<file path="config.mk">
export PLATFORM = sky130hd
export DESIGN_NAME = mem_lsu
export DESIGN_NICKNAME = d
export VERILOG_FILES = /design/src/rtl/mem_lsu.sv
export SDC_FILE = /design/constraint.sdc
export NUM_CORES = 1
export LEC_CHECK = 0
export CORE_UTILIZATION = 40
export CTS_BUF_LIST = sky130_fd_sc_hd__clkbuf_8
export CTS_CLUSTER_SIZE = 40
export DETAILED_ROUTE_END_ITERATION = 8
export PLACE_DENSITY = 0.7
export SKIP_CTS_REPAIR_TIMING = 1
export SLEW_MARGIN = 25
export SYNTH_ARGS = -nofsm -noshare
export SYNTH_HDL_FRONTEND = slang
export SYNTH_SLANG_ARGS = --single-unit
</file>
<file path="constraint.sdc">
create_clock -name clk -period 5.23 [get_ports clk]
set_input_delay 1.569 -clock clk [delete_from_list [all_inputs] [get_ports clk]]
set_output_delay 1.569 -clock clk [all_outputs]
set_load 0.01 [all_outputs]
</file>
<file path="src/rtl/mem_lsu.sv">
`default_nettype none
// ============================================================================
// Module   : mem_lsu
// Brief    : MEM-stage load/store unit. Runs a req/ack transaction with data
//            memory, stalls the pipeline front, extends loads, flags errors.
//            Optional feature macro: LSU_MISALIGN_TRAP_EN
// Revision : 1.0
// ============================================================================
module mem_lsu #(
    parameter int unsigned TIMEOUT_CYC = 255
) (
    input  logic        clk,
    input  logic        rst_n,
    input  logic        readm,
    input  logic        memWrtm,
    input  logic [2:0]  funct3m,
    input  logic [31:0] aluRsltm,
    input  logic [31:0] wrtDm,
    output logic        stallm,
    output logic [31:0] loadDm,
    output logic        loadVldm,
    output logic        busErrm,
    output logic        misalignm,
    output logic        dReq,
    output logic        dWe,
    output logic [31:0] dAddr,
    output logic [31:0] dWdata,
    output logic [3:0]  dBe,
    input  logic        dAck,
    input  logic        dErr,
    input  logic [31:0] dRdata
);
    localparam logic [1:0] S_IDLE = 2'd0;
    localparam logic [1:0] S_BUSY = 2'd1;
    localparam logic [1:0] S_DONE = 2'd2;
    localparam logic [7:0] C_CNT_LAST = 8'(TIMEOUT_CYC - 1);

    logic [1:0]  r_state, w_next;
    logic [7:0]  r_cnt;
    logic        r_is_load, r_err, r_dreq, r_we;
    logic [2:0]  r_funct3;
    logic [1:0]  r_off;
    logic [31:0] r_addr, r_wdata, r_ldata;
    logic [3:0]  r_be;
    logic        w_acc, w_trap, w_timeout, w_mis;
    logic [3:0]  w_be;
    logic [31:0] w_wdata, w_ext;
    logic [7:0]  w_byte;
    logic [15:0] w_half;

    assign w_acc     = readm | memWrtm;
    assign w_timeout = (r_cnt == C_CNT_LAST);

`ifdef LSU_MISALIGN_TRAP_EN
    logic r_mis;
    // funct3[1]=1 covers W and the reserved codes that behave as W
    assign w_trap = w_acc & (((funct3m[1:0] == 2'b01) & aluRsltm[0]) |
                             (funct3m[1] & (aluRsltm[1:0] != 2'b00)));
    assign w_mis  = r_mis;

    always_ff @(posedge clk or negedge rst_n) begin
        if (!rst_n)
            r_mis <= 1'b0;
        else if (r_state == S_IDLE && w_acc)
            r_mis <= w_trap;
    end
`else
    assign w_trap = 1'b0;
    assign w_mis  = 1'b0;
`endif

    // State register
    always_ff @(posedge clk or negedge rst_n) begin
        if (!rst_n)
            r_state <= S_IDLE;
        else
            r_state <= w_next;
    end

    // Next-state logic
    always_comb begin
        w_next = r_state;
        case (r_state)
            S_IDLE:  if (w_acc) w_next = w_trap ? S_DONE : S_BUSY;
            S_BUSY:  if (dErr || dAck || w_timeout) w_next = S_DONE;
            S_DONE:  w_next = S_IDLE;
            default: w_next = S_IDLE;
        endcase
    end

    // Store lane placement from the incoming access
    always_comb begin
        w_be    = 4'b1111;
        w_wdata = wrtDm;
        case (funct3m[1:0])
            2'b00: begin
                w_be    = 4'b0001 << aluRsltm[1:0];
                w_wdata = {4{wrtDm[7:0]}};
            end
            2'b01: begin
                w_be    = aluRsltm[1] ? 4'b1100 : 4'b0011;
                w_wdata = {2{wrtDm[15:0]}};
            end
            default: ;
        endcase
    end

    // Load extraction from the captured offset and size
    always_comb begin
        case (r_off)
            2'd0:    w_byte = dRdata[7:0];
            2'd1:    w_byte = dRdata[15:8];
            2'd2:    w_byte = dRdata[23:16];
            default: w_byte = dRdata[31:24];
        endcase
        w_half = r_off[1] ? dRdata[31:16] : dRdata[15:0];
        case (r_funct3[1:0])
            2'b00:   w_ext = {{24{~r_funct3[2] & w_byte[7]}}, w_byte};
            2'b01:   w_ext = {{16{~r_funct3[2] & w_half[15]}}, w_half};
            default: w_ext = dRdata;
        endcase
    end

    always_ff @(posedge clk or negedge rst_n) begin
        if (!rst_n) begin
            r_cnt     <= 8'd0;
            r_is_load <= 1'b0;
            r_err     <= 1'b0;
            r_dreq    <= 1'b0;
            r_we      <= 1'b0;
            r_funct3  <= 3'd0;
            r_off     <= 2'd0;
            r_addr    <= 32'd0;
            r_wdata   <= 32'd0;
            r_ldata   <= 32'd0;
            r_be      <= 4'd0;
        end else begin
            r_dreq <= (w_next == S_BUSY);
            if (r_state == S_IDLE && w_acc) begin
                r_cnt     <= 8'd0;
                r_is_load <= ~memWrtm;
                r_we      <= memWrtm;
                r_err     <= 1'b0;
                r_funct3  <= funct3m;
                r_off     <= aluRsltm[1:0];
                r_addr    <= {aluRsltm[31:2], 2'b00};
                r_wdata   <= w_wdata;
                r_be      <= w_be;
                r_ldata   <= 32'd0;
            end else if (r_state == S_BUSY) begin
                // dErr outranks dAck so a faulted read never returns data
                if (dErr || (!dAck && w_timeout)) begin
                    r_err   <= 1'b1;
                    r_ldata <= 32'd0;
                end else if (dAck) begin
                    r_ldata <= w_ext;
                end else begin
                    r_cnt <= r_cnt + 8'd1;
                end
            end
        end
    end

    // Output decode; stall is masked during reset so all outputs read 0
    always_comb begin
        stallm    = 1'b0;
        loadVldm  = 1'b0;
        busErrm   = 1'b0;
        loadDm    = 32'd0;
        misalignm = 1'b0;
        case (r_state)
            S_IDLE: stallm = rst_n & w_acc;
            S_BUSY: stallm = 1'b1;
            S_DONE: begin
                loadVldm  = r_is_load & ~w_mis;
                busErrm   = r_err;
                loadDm    = (r_is_load & ~w_mis) ? r_ldata : 32'd0;
                misalignm = w_mis;
            end
            default: ;
        endcase
    end

    assign dReq   = r_dreq;
    assign dWe    = r_we;
    assign dAddr  = r_addr;
    assign dWdata = r_wdata;
    assign dBe    = r_be;

endmodule
`default_nettype wire

</file>
==> impl_metrics.csv <==
group,metric,value,unit
timing,fin_worst_skew,0.00641,ns
yosys,synth_async_sr_flop_share,1.00,
clocking,worst_setup_hold_path_clk_slew,0.07,ns
pwr,power.static_leakage,0.00377,uW
timing,final_min_period_over_clock_period,0.869,
worst_setup_path,critical_path_class,"in2out",
clocking,tritoncts,"yes",
timing,max_clock_freq,0.220,GHz
pwr,power.density,515,nW/um2
clocking,clk_latency,0.44,ns
min_path,worstHoldPathType,"reg2reg",
global_routing,antenna_found_initial,0,
timing,worst_slew_pin_slew,1.03,ns
yosys,syn-mean-instance-area,9.67,um2
finish,area_growth,46.3,%
die,core,13900,um2
global_routing,via_count_of_the_first_global_routing_pass,5029,
yosys,synth.top_cells.by_count,"sky130_fd_sc_hd__nand2_1 (164), sky130_fd_sc_hd__dfrtp_1 (117), sky130_fd_sc_hd__o21ai_0 (41), sky130_fd_sc_hd__and2_1 (34), sky130_fd_sc_hd__clkbuf_1 (31)",
worst_setup_path,crit_arrival,2.98,ns
yosys,synth-main-ff-cell,"sky130_fd_sc_hd__dfrtp_1",
yosys,synthesis.yosys.warnings,0,
clocking,cts-htree-levels,4,
detailed_routing,detail_route.vias_per_cell,5.19,
pwr,ir_worst_vdd,0.323,mV
detailed_routing,drtAntennaViolNets,0,
worst_setup_path,crit_required,3.66,ns
yosys,synth_top_area_frac,0.514,
finish,multi_input_gate_area_in_the_final_layout,2550,um2
timing,timing.final.setup_violations,0,
timing,total_negative_slack,0,ns
finish,layout.area.seq,2930,um2
min_path,worst_hold_startpoint,"dBe[1]$_DFFE_PN0P_",
min_path,whs_path_depth,2,
timing,timing.hold.ws,0.470,ns
finish,antennaDiodeCount,0,
worst_setup_path,worst_r2r_path_cells,4,
finish,fin_cells,976,
detailed_routing,drt-initial-drc-count,373,
global_routing,global_route.overflow_total,0,
pwr,total_power,4290,uW
global_routing,grt_pass1_wl,25.8,mm
yosys,mappedNetlistArea,5690,um2
clocking,clock-root-buffer,"sky130_fd_sc_hd__clkbuf_8",
worst_setup_path,timing.critical_path.from_type,"input pin",
global_routing,pin_count_of_the_biggest_net_entering_global_routing,65,
die,ioPinCount,211,
worst_setup_path,critical_path.endpoint_type,"output pin",
worst_setup_path,worstPathMaxFanout,4,
outcome,run_status,"completed",
yosys,synth_seq_cells,117,
detailed_routing,wl_per_cell,16.7,um
finish,design.final.nets,891,
detailed_routing,routed-via-count,5066,
worst_setup_path,reg2reg_slack,2.76,ns
die,rows,43,
timing,relSlewSlack,0.312,
worst_setup_path,timing.rr.end,"r_ldata[30]$_DFFE_PN0P_",
timing,timing_max_transition_violations_final,0,
finish,fillerInstances,1161,
die,initial_standard_cell_utilization_of_the_core,0.410,
clocking,cts.path.max_buffers,2,
global_routing,grt.total_usage,0.231,
die,die_area,14700,um2
yosys,netlist-cell-type-count,43,
die,floorplan.die.height,121,um
finish,final_layout_size_suffix_gt1_frac,0.0779,
place,number_of_placed_instances_taps_included,945,
place,gp_congestion,0.861,
yosys,synth_enable_flop_cells,0,
yosys,synthesis.instances,589,
detailed_routing,wl,16.3,mm
clocking,cts_sinks,117,
detailed_routing,drc,0,
yosys,synth.area.top_cells,"sky130_fd_sc_hd__dfrtp_1 (51%), sky130_fd_sc_hd__nand2_1 (11%), sky130_fd_sc_hd__mux2i_1 (4.7%), sky130_fd_sc_hd__a221o_1 (4.2%), sky130_fd_sc_hd__and2_1 (3.7%)",
timing,hold_viol_final,0,
timing,finalCriticalPeriod,4.55,ns
yosys,most_used_standard_cell_by_instance_count_after_synthesis,"sky130_fd_sc_hd__nand2_1",
finish,final_util,0.600,
yosys,synthDominantAreaCellType,"sky130_fd_sc_hd__dfrtp_1",
flow_run,max_cap_violations,0,
place,port_buffers,207,
min_path,worstHoldEndpoint,"dBe[1]$_DFFE_PN0P_",
worst_setup_path,reg_to_reg_startpoint,"r_off[1]$_DFFE_PN0P_",
die,die_width,121,um
yosys,yosysSeqAreaShare,0.514,
clocking,cts_inserted_buffers,17,
detailed_routing,drtPass1Iterations,5,
place,place_hpwl,11.6,mm
timing,grt_setup_unrepaired,"no",
## how the worst max path moves through the flow
stage | from | to | slack, ns | cells past startpoint
2_1_floorplan | readm | stallm | 1.59 | 3
3_3_place_gp | readm | stallm | 0.70 | 4
3_5_place_dp | readm | stallm | 0.69 | 4
4_1_cts | readm | stallm | 0.69 | 4
5_1_grt | readm | stallm | 0.64 | 4
6_report | readm | stallm | 0.68 | 4
## state kept, by name, summed over array words and instances, names as in the netlist
name / flops
dWe: 1
dBe: 4
r_cnt: 8
r_err: 1
r_funct3: 3
r_ldata: 32
r_state: 2
dReq: 1
r_off: 2
r_is_load: 1
dAddr: 30
dWdata: 32
## layout make-up
cell class / instances / share of cell area
Sequential cell: 117 / 0.351
Timing Repair Buffer: 216 / 0.261
Clock inverter: 11 / 0.0161
Multi-Input combinational cell: 420 / 0.306
Tap cell: 180 / 0.0270
Inverter: 12 / 0.00541
Clock buffer: 20 / 0.0330
## per-layer routing
metal  share of wire  track usage  wire length (um)  up-vias
li1                -            -                 -     2409
met1            0.42        0.280              6760     2402
met2            0.46        0.362              7410      232
met3            0.11        0.100              1810       23
met4           0.017       0.0880               278        0
met5               0            0                 0        -
## cell usage in the layout, fill, tap and decap left out, types with 2 or more instances in the layout
master,netlist,routed
sky130_fd_sc_hd__a21o_1,2,2
sky130_fd_sc_hd__a21oi_1,20,19
sky130_fd_sc_hd__a221o_1,24,24
sky130_fd_sc_hd__and2_1,34,34
sky130_fd_sc_hd__and3_1,2,2
sky130_fd_sc_hd__and3b_1,3,3
sky130_fd_sc_hd__buf_12,0,3
sky130_fd_sc_hd__buf_4,4,7
sky130_fd_sc_hd__bufinv_16,0,3
sky130_fd_sc_hd__clkbuf_8,0,20
sky130_fd_sc_hd__clkdlybuf4s50_1,0,206
sky130_fd_sc_hd__clkinv_2,0,4
sky130_fd_sc_hd__conb_1,1,3
sky130_fd_sc_hd__dfrtp_1,117,117
sky130_fd_sc_hd__ha_1,2,2
sky130_fd_sc_hd__inv_1,12,14
sky130_fd_sc_hd__mux2_2,7,7
sky130_fd_sc_hd__mux2i_1,27,27
sky130_fd_sc_hd__mux4_2,8,8
sky130_fd_sc_hd__nand2_1,164,164
sky130_fd_sc_hd__nand2b_1,3,3
sky130_fd_sc_hd__nand3_1,2,2
sky130_fd_sc_hd__nand4_1,2,2
sky130_fd_sc_hd__nor2_1,29,29
sky130_fd_sc_hd__o21ai_0,41,40
sky130_fd_sc_hd__o22ai_1,8,8
sky130_fd_sc_hd__o2bb2ai_1,16,16
sky130_fd_sc_hd__or2_2,3,3
sky130_fd_sc_hd__xor2_1,3,3
## cells by family (layout without fill, tap and decap cells)
| family | count (synthesis) | after routing | synth area share |
|---|---|---|---|
| AND/OR/NAND/NOR | 250 | 250 | 0.193 |
| AO/OA/AOI/OAI | 119 | 119 | 0.146 |
| flip-flops | 117 | 117 | 0.514 |
| buffers and inverters | 54 | 259 | 0.0420 |
| multiplexers | 42 | 42 | 0.0929 |
| XOR/XNOR | 4 | 4 | 0.00615 |
| adder cells (fa/ha/maj) | 2 | 2 | 0.00439 |
| other | 1 | 3 | 0.000659 |
## power by group
part / switching [uW] / internal [uW]
combinational: 907 / 934
sequential: 305 / 1290
clock: 361 / 500
total: 1570 / 2720
## per-stage QoR
| step | area (um2) | setup slack [ns] |
|---|---|---|
| 6_report | 8330 | 0.683 |
| 5_1_grt | 8330 | 0.639 |
| 4_1_cts | 8330 | 0.687 |
| 3_5_place_dp | 7920 | 0.692 |
| 3_3_place_gp | 7880 | 0.702 |
| 2_1_floorplan | 5700 | 1.59 |
## critical path, cell delays in order
cell and delay [ns]:
sky130_fd_sc_hd__clkdlybuf4s50_1 0.50, sky130_fd_sc_hd__o21a_2 0.26, sky130_fd_sc_hd__a21o_1 0.18, sky130_fd_sc_hd__clkdlybuf4s50_1 0.47
Note: power is estimated with default switching activity, not from simulation.
